==> src/rtl/meduram_pkg.sv <==
// Shared helpers for the memory read/write accounting blocks.
package meduram_pkg;

  // Width of the accounter's bank_select: owner index plus optional collision flag.
  function automatic int sel_width(input int nb_wragent, input int write_collision);
    return ((nb_wragent == 1) ? 1 : $clog2(nb_wragent)) + write_collision;
  endfunction

endpackage

==> src/rtl/rdresp_fifo.sv <==
// Synchronous result buffer; head is presented combinationally, zero when empty.
module rdresp_fifo #(
  parameter int WIDTH = 33,
  parameter int DEPTH = 4
) (
  input  logic             clk_i,
  input  logic             rst_i,
  input  logic             push_i,
  input  logic [WIDTH-1:0] din_i,
  input  logic             pop_i,
  output logic [WIDTH-1:0] dout_o,
  output logic             empty_o,
  output logic             full_o
);

  localparam int AW = (DEPTH > 1) ? $clog2(DEPTH) : 1;

  logic [WIDTH-1:0] mem_q [DEPTH];
  logic [AW-1:0]    wr_ptr_q, rd_ptr_q;
  logic [AW:0]      count_q;
  logic             push_eff, pop_eff;

  assign empty_o  = (count_q == '0);
  assign full_o   = (count_q == (AW+1)'(DEPTH));
  assign push_eff = push_i && !full_o;
  assign pop_eff  = pop_i && !empty_o;
  assign dout_o   = empty_o ? '0 : mem_q[rd_ptr_q];

  // NOTE: storage is deliberately not reset; emptiness is tracked by count_q alone.
  always_ff @(posedge clk_i) begin
    if (push_eff) mem_q[wr_ptr_q] <= din_i;
  end

  // NOTE: sequential state uses non-blocking assignments so every register samples pre-edge values.
  always_ff @(posedge clk_i or posedge rst_i) begin
    if (rst_i) begin
      wr_ptr_q <= '0;
      rd_ptr_q <= '0;
      count_q  <= '0;
    end else begin
      if (push_eff) wr_ptr_q <= wr_ptr_q + AW'(1);
      if (pop_eff)  rd_ptr_q <= rd_ptr_q + AW'(1);
      count_q <= count_q + (AW+1)'(push_eff) - (AW+1)'(pop_eff);
    end
  end

endmodule

==> src/rtl/read_bank_mux.sv <==
// Read agent front end: issues reads to all banks, pipelines the accounter select
// alongside RAM latency, muxes the owning bank and buffers results under credit control.
module read_bank_mux
  import meduram_pkg::*;
#(
  parameter int ADDR_WIDTH      = 8,
  parameter int DATA_WIDTH      = 32,
  parameter int NB_WRAGENT      = 2,
  parameter int WRITE_COLLISION = 1,
  parameter int SELECT_WIDTH    = sel_width(NB_WRAGENT, WRITE_COLLISION),
  parameter int RAM_LATENCY     = 1,
  parameter int FIFO_DEPTH      = 4
) (
  input  logic                             aclk,
  input  logic                             areset,
  input  logic                             rden,
  output logic                             rdready,
  input  logic [ADDR_WIDTH-1:0]            rdaddr,
  output logic [ADDR_WIDTH-1:0]            acc_rdaddr,
  input  logic [SELECT_WIDTH-1:0]          acc_select,
  output logic                             bank_rden,
  output logic [ADDR_WIDTH-1:0]            bank_rdaddr,
  input  logic [NB_WRAGENT*DATA_WIDTH-1:0] bank_rddata,
  output logic                             rdvalid,
  input  logic                             rdresp_ready,
  output logic [DATA_WIDTH-1:0]            rddata,
  output logic                             rdcollision
);

  localparam int IDX_W = SELECT_WIDTH - WRITE_COLLISION;
  localparam int OCC_W = $clog2(FIFO_DEPTH + 1);

  typedef struct packed {
    logic                  collision;
    logic [DATA_WIDTH-1:0] data;
  } rdresp_t;

  logic                                     acc, pop, push;
  logic [OCC_W-1:0]                         occ_q, occ_d;
  logic                                     rdready_q, rdready_d;
  logic [RAM_LATENCY-1:0]                   vld_q;
  logic [RAM_LATENCY-1:0][SELECT_WIDTH-1:0] sel_q;
  logic [IDX_W-1:0]                         idx;
  logic                                     sel_coll;
  logic                                     fifo_empty, fifo_full;
  rdresp_t                                  push_rec, head_rec;

  assign rdready     = rdready_q;
  assign acc         = rden && rdready_q;
  assign bank_rden   = acc;
  assign bank_rdaddr = rdaddr;
  assign acc_rdaddr  = rdaddr;
  assign pop         = rdvalid && rdresp_ready;
  assign push        = vld_q[RAM_LATENCY-1];

  // Credit covers both in-flight reads and buffered results, so the FIFO can never overflow.
  always_comb begin
    occ_d     = occ_q + OCC_W'(acc) - OCC_W'(pop);
    rdready_d = (occ_d < OCC_W'(FIFO_DEPTH));
  end

  always_ff @(posedge aclk or posedge areset) begin
    if (areset) begin
      occ_q     <= '0;
      rdready_q <= 1'b0;
      vld_q     <= '0;
      sel_q     <= '0;
    end else begin
      occ_q     <= occ_d;
      rdready_q <= rdready_d;
      vld_q[0]  <= acc;
      sel_q[0]  <= acc_select;
      for (int i = 1; i < RAM_LATENCY; i++) begin
        vld_q[i] <= vld_q[i-1];
        sel_q[i] <= sel_q[i-1];
      end
    end
  end

  if (WRITE_COLLISION != 0) begin : g_coll
    assign sel_coll = sel_q[RAM_LATENCY-1][SELECT_WIDTH-1];
  end else begin : g_nocoll
    assign sel_coll = 1'b0;
  end

  // NOTE: every always_comb output gets a default first so no latch is inferred.
  always_comb begin
    push_rec           = '0;
    idx                = sel_q[RAM_LATENCY-1][IDX_W-1:0];
    push_rec.collision = sel_coll;
    if (int'(idx) < NB_WRAGENT) begin
      push_rec.data = bank_rddata[int'(idx)*DATA_WIDTH +: DATA_WIDTH];
    end
  end

  rdresp_fifo #(
    .WIDTH (DATA_WIDTH + 1),
    .DEPTH (FIFO_DEPTH)
  ) u_fifo (
    .clk_i   (aclk),
    .rst_i   (areset),
    .push_i  (push),
    .din_i   (push_rec),
    .pop_i   (pop),
    .dout_o  (head_rec),
    .empty_o (fifo_empty),
    .full_o  (fifo_full)
  );

  assign rdvalid     = !fifo_empty;
  assign rddata      = head_rec.data;
  assign rdcollision = head_rec.collision;

  a_no_overflow : assert property (@(posedge aclk) disable iff (areset) !(push && fifo_full));

endmodule

==> config.mk <==
export PLATFORM = sky130hd
export DESIGN_NAME = read_bank_mux
export DESIGN_NICKNAME = d
export VERILOG_FILES = /design/src/rtl/meduram_pkg.sv /design/src/rtl/rdresp_fifo.sv /design/src/rtl/read_bank_mux.sv
export SDC_FILE = /design/constraint.sdc
export NUM_CORES = 1
export LEC_CHECK = 0
export CORE_UTILIZATION = 44
export CTS_CLUSTER_SIZE = 12
export DETAILED_ROUTE_END_ITERATION = 7
export GPL_ROUTABILITY_DRIVEN = 0
export PLACE_DENSITY = 0.73
export SYNTH_ARGS = -nofsm -noshare
export SYNTH_HDL_FRONTEND = slang
export SYNTH_SLANG_ARGS = --single-unit
==> constraint.sdc <==
create_clock -name aclk -period 2.2 [get_ports aclk]
set_input_delay 0.44 -clock aclk [delete_from_list [all_inputs] [get_ports aclk]]
set_output_delay 0.44 -clock aclk [all_outputs]
set_load 0.02 [all_outputs]
==> run summary <==
Detailed Routing Iterations Pass 1: 4
top_reg_cell synth: edfxtp_1
mean post-synth cell area: 19.7 µm²
TritonCTS clock tree: yes
Fin. Hold Viols: 0
#FFs+latches synth: 146
Final setup viols: 35
failing checks: setup timing
asr flop ratio synth: 9.59%
Syn. warnings: 0
Max Cap Viol: 0
Max Clk Rate: 412 MHz
htree depth: 4
Post-Syn Area: 0.00621 mm²
Max clock buf depth: 2
Syn Nets: 404
Setup crit end kind: output port
worst min path class: primary input to async pin
post-placement cell area: 0.00749 mm²
synthesized instance count: 316
Post-DP HPWL: 6.96 mm
global-route wire length before repair: 18.1 mm
Routed Antenna Nets: 0
Root Buffer: clkbuf_16
Worst Setup Path Type: flop to output port
Starting Density: 44.9%
clk_skew: 5.59 ps
vias per cell: 5.05
Die Width: 121 µm
RSZ-0062 raised after global routing: true
CP cell instances: buf_12 -> buf_12 -> buf_16 -> mux4_2 -> and2_4 -> buf_6
post-synth top area share: 63.8%
Reg clk slew, reported paths: 60 ps
Max Slew Vio Count: 0
P&R area growth vs syn: 35.7%
Post-synth EDFFs: 132
initial antenna violation count: 0
global-route usage over all layers: 17.2%
vias in the first global route: 3,404
Startpoint Class: flop
DRC violations left: 0
CTS Buf Count: 17
port buffer count: 105
Design Power: 11.7 mW
post-synthesis sequential area ratio: 69.5%
CP max FO: 5
num rows: 43
final core utilization: 60.9%
post-route cell area: 0.00842 mm²
final non-filler cell total: 632
hold_ws: 366 ps
Final WS setup: -228 ps
Filler cells: 1,006
Final min period: 2430 ps
VDD IR max: 0.704 mV
die extent in y: 121 µm
relative slew slack: 64.8%
main area contributors after synthesis: edfxtp_1, mux4_2, dfrtp_1, mux2_2, and2_1
Detailed Route WL: 11.9 mm
via count: 3,191
status: finished, violations left
Pwr per Cell Area: 1390 mW/mm²
final clock period utilization by the worst path: 110%
clk_lat worst skew: 410 ps
setup TNS: -5370 ps
Iter 0 DRT Violations: 137
WP data arrival: 1990 ps
IO Pins: 130
dpl cells: 586
Layout Nets: 527
LEAKAGE: 3.02 nW
Routed wire per std cell: 18.8 µm
antenna diode count: 0
Die Area: 0.0146 mm²
share of layout cells above drive strength 1: 44.9%
total gr overflow: 0
WP data required: 1760 ps
CTS sink cnt: 146
Post-CTS Hold Buffers: 0
most area-hungry cell type in the Yosys netlist: edfxtp_1
library cells used by synthesis: 21
CP max stage delay: 510 ps
CP max-delay cell: mux4_2
Worst path most repeated cell: buf_12
Worst Tran Pin Value: 528 ps
dpl ws: -127 ps
core area: 0.0138 mm²
largest net degree at the start of global routing: 36
state kept, by name (all words and copies together), names as in the netlist:
register,count
u_fifo.wr_ptr_q,2
u_fifo.rd_ptr_q,2
u_fifo.mem_q,132
rdready,1
push,1
u_fifo.count_q,3
occ_q,3
sel_q,2
cells in the mapped netlist (2+ instances only):
library cell / instances
and2_1: 39
buf_12: 3
buf_2: 7
buf_4: 16
clkbuf_1: 5
dfrtp_1: 14
edfxtp_1: 132
fa_1: 2
ha_1: 8
inv_1: 12
mux2_1: 2
mux2_2: 31
mux4_1: 5
mux4_2: 28
xnor2_1: 6
worst max-delay path, delay by kind of cell (launching register included):
kind	cells	cell delay [ps]
buffers and inverters	4	510
DFF	1	370
muxes	1	510
and+or+nand+nor	1	180
final cells by class:
type / instances / area, µm² / share of cell area, %
clock buffers: 21 / 440 / 5.23
clock inverters: 11 / 70.1 / 0.832
inverters: 12 / 47.5 / 0.564
multi-input cells: 126 / 1760 / 20.9
flip-flops and latches: 146 / 4320 / 51.3
well taps: 180 / 225 / 2.67
repair buffers: 136 / 1560 / 18.6
logic make-up (layout without fill, tap and decap cells):
| group | Yosys count | after routing | share of synthesized area [%] |
|---|---|---|---|
| flip-flops | 146 | 146 | 69.5 |
| multiplexers | 66 | 66 | 18.3 |
| buffers and inverters | 44 | 180 | 4.67 |
| AND/OR/NAND/NOR | 42 | 42 | 4.17 |
| adder cells (fa/ha/maj) | 10 | 10 | 2.26 |
| XOR/XNOR | 7 | 7 | 0.987 |
| AO/OA/AOI/OAI | 1 | 1 | 0.181 |
metal layers:
metal	share of wire, %	GRT usage [%]	vias to the layer above
met3	3.8	3.82	20
li1	-	-	1443
met5	0	0	-
met2	53	29.7	78
met1	42	21.3	1650
met4	1.4	6.02	0
final timing paths:
| path | cells after the start | slack [ps] | start | end |
|---|---|---|---|---|
| min in group aclk | 1 | 470 | acc_select[0] | sel_q[0]$_DFF_PP0_ |
| min reg2reg | 0 | 500 | sel_q[1]$_DFF_PP0_ | u_fifo.mem_q[0][32]$_DFFE_PP_ |
| max | 6 | -230 | u_fifo.rd_ptr_q[0]$_DFFE_PP0P_ | rddata[2] |
| max reg2reg | 9 | -10 | u_fifo.count_q[0]$_DFF_PP0_ | occ_q[2]$_DFF_PP0_ |
| min | 2 | 370 | areset | occ_q[1]$_DFF_PP0_ |
| max in group asynchronous | 2 | 1450 | areset | u_fifo.rd_ptr_q[1]$_DFFE_PP0P_ |
timing repair:
item | CTS | global route
gates resized for setup | 233 | 21
endpoints found under the setup margin | 36 | 35
setup buffers | 7 | 4
cloned | 4 | 0
pin swaps | 8 | 7
placed cells by master, fill, tap and decap left out:
cell	netlist	routed
mux4_2	28	33
bufinv_16	0	1
xnor2_1	6	4
clkdlybuf4s50_1	0	71
and2_2	0	4
nor2_1	1	1
fa_2	0	2
dfrtp_2	0	3
inv_2	0	2
buf_12	3	13
clkinv_2	0	2
buf_8	0	1
dfrtp_1	14	11
inv_1	12	9
or3_4	0	1
xor2_1	1	1
inv_4	0	1
xnor2_2	0	2
and2_1	39	1
buf_16	0	3
clkbuf_16	0	17
and2_4	0	34
mux2_2	31	31
buf_6	1	35
ha_4	0	4
nand3_1	1	1
clkbuf_1	5	4
clkdlybuf4s15_2	0	1
edfxtp_1	132	132
ha_1	8	4
mux2_1	2	2
a21boi_4	0	1
clkinv_1	0	8
buf_4	16	12
power breakdown:
| part | switching [mW] | internal, mW | total, mW | leakage (nW) |
|---|---|---|---|---|
| Sequential | 0.148 | 3.56 | 3.70 | 1.36 |
| Clock | 0.979 | 1.52 | 2.49 | 0.249 |
| Combinational | 2.33 | 3.15 | 5.48 | 1.41 |
No activity file was read; power rests on OpenSTA's default activity.
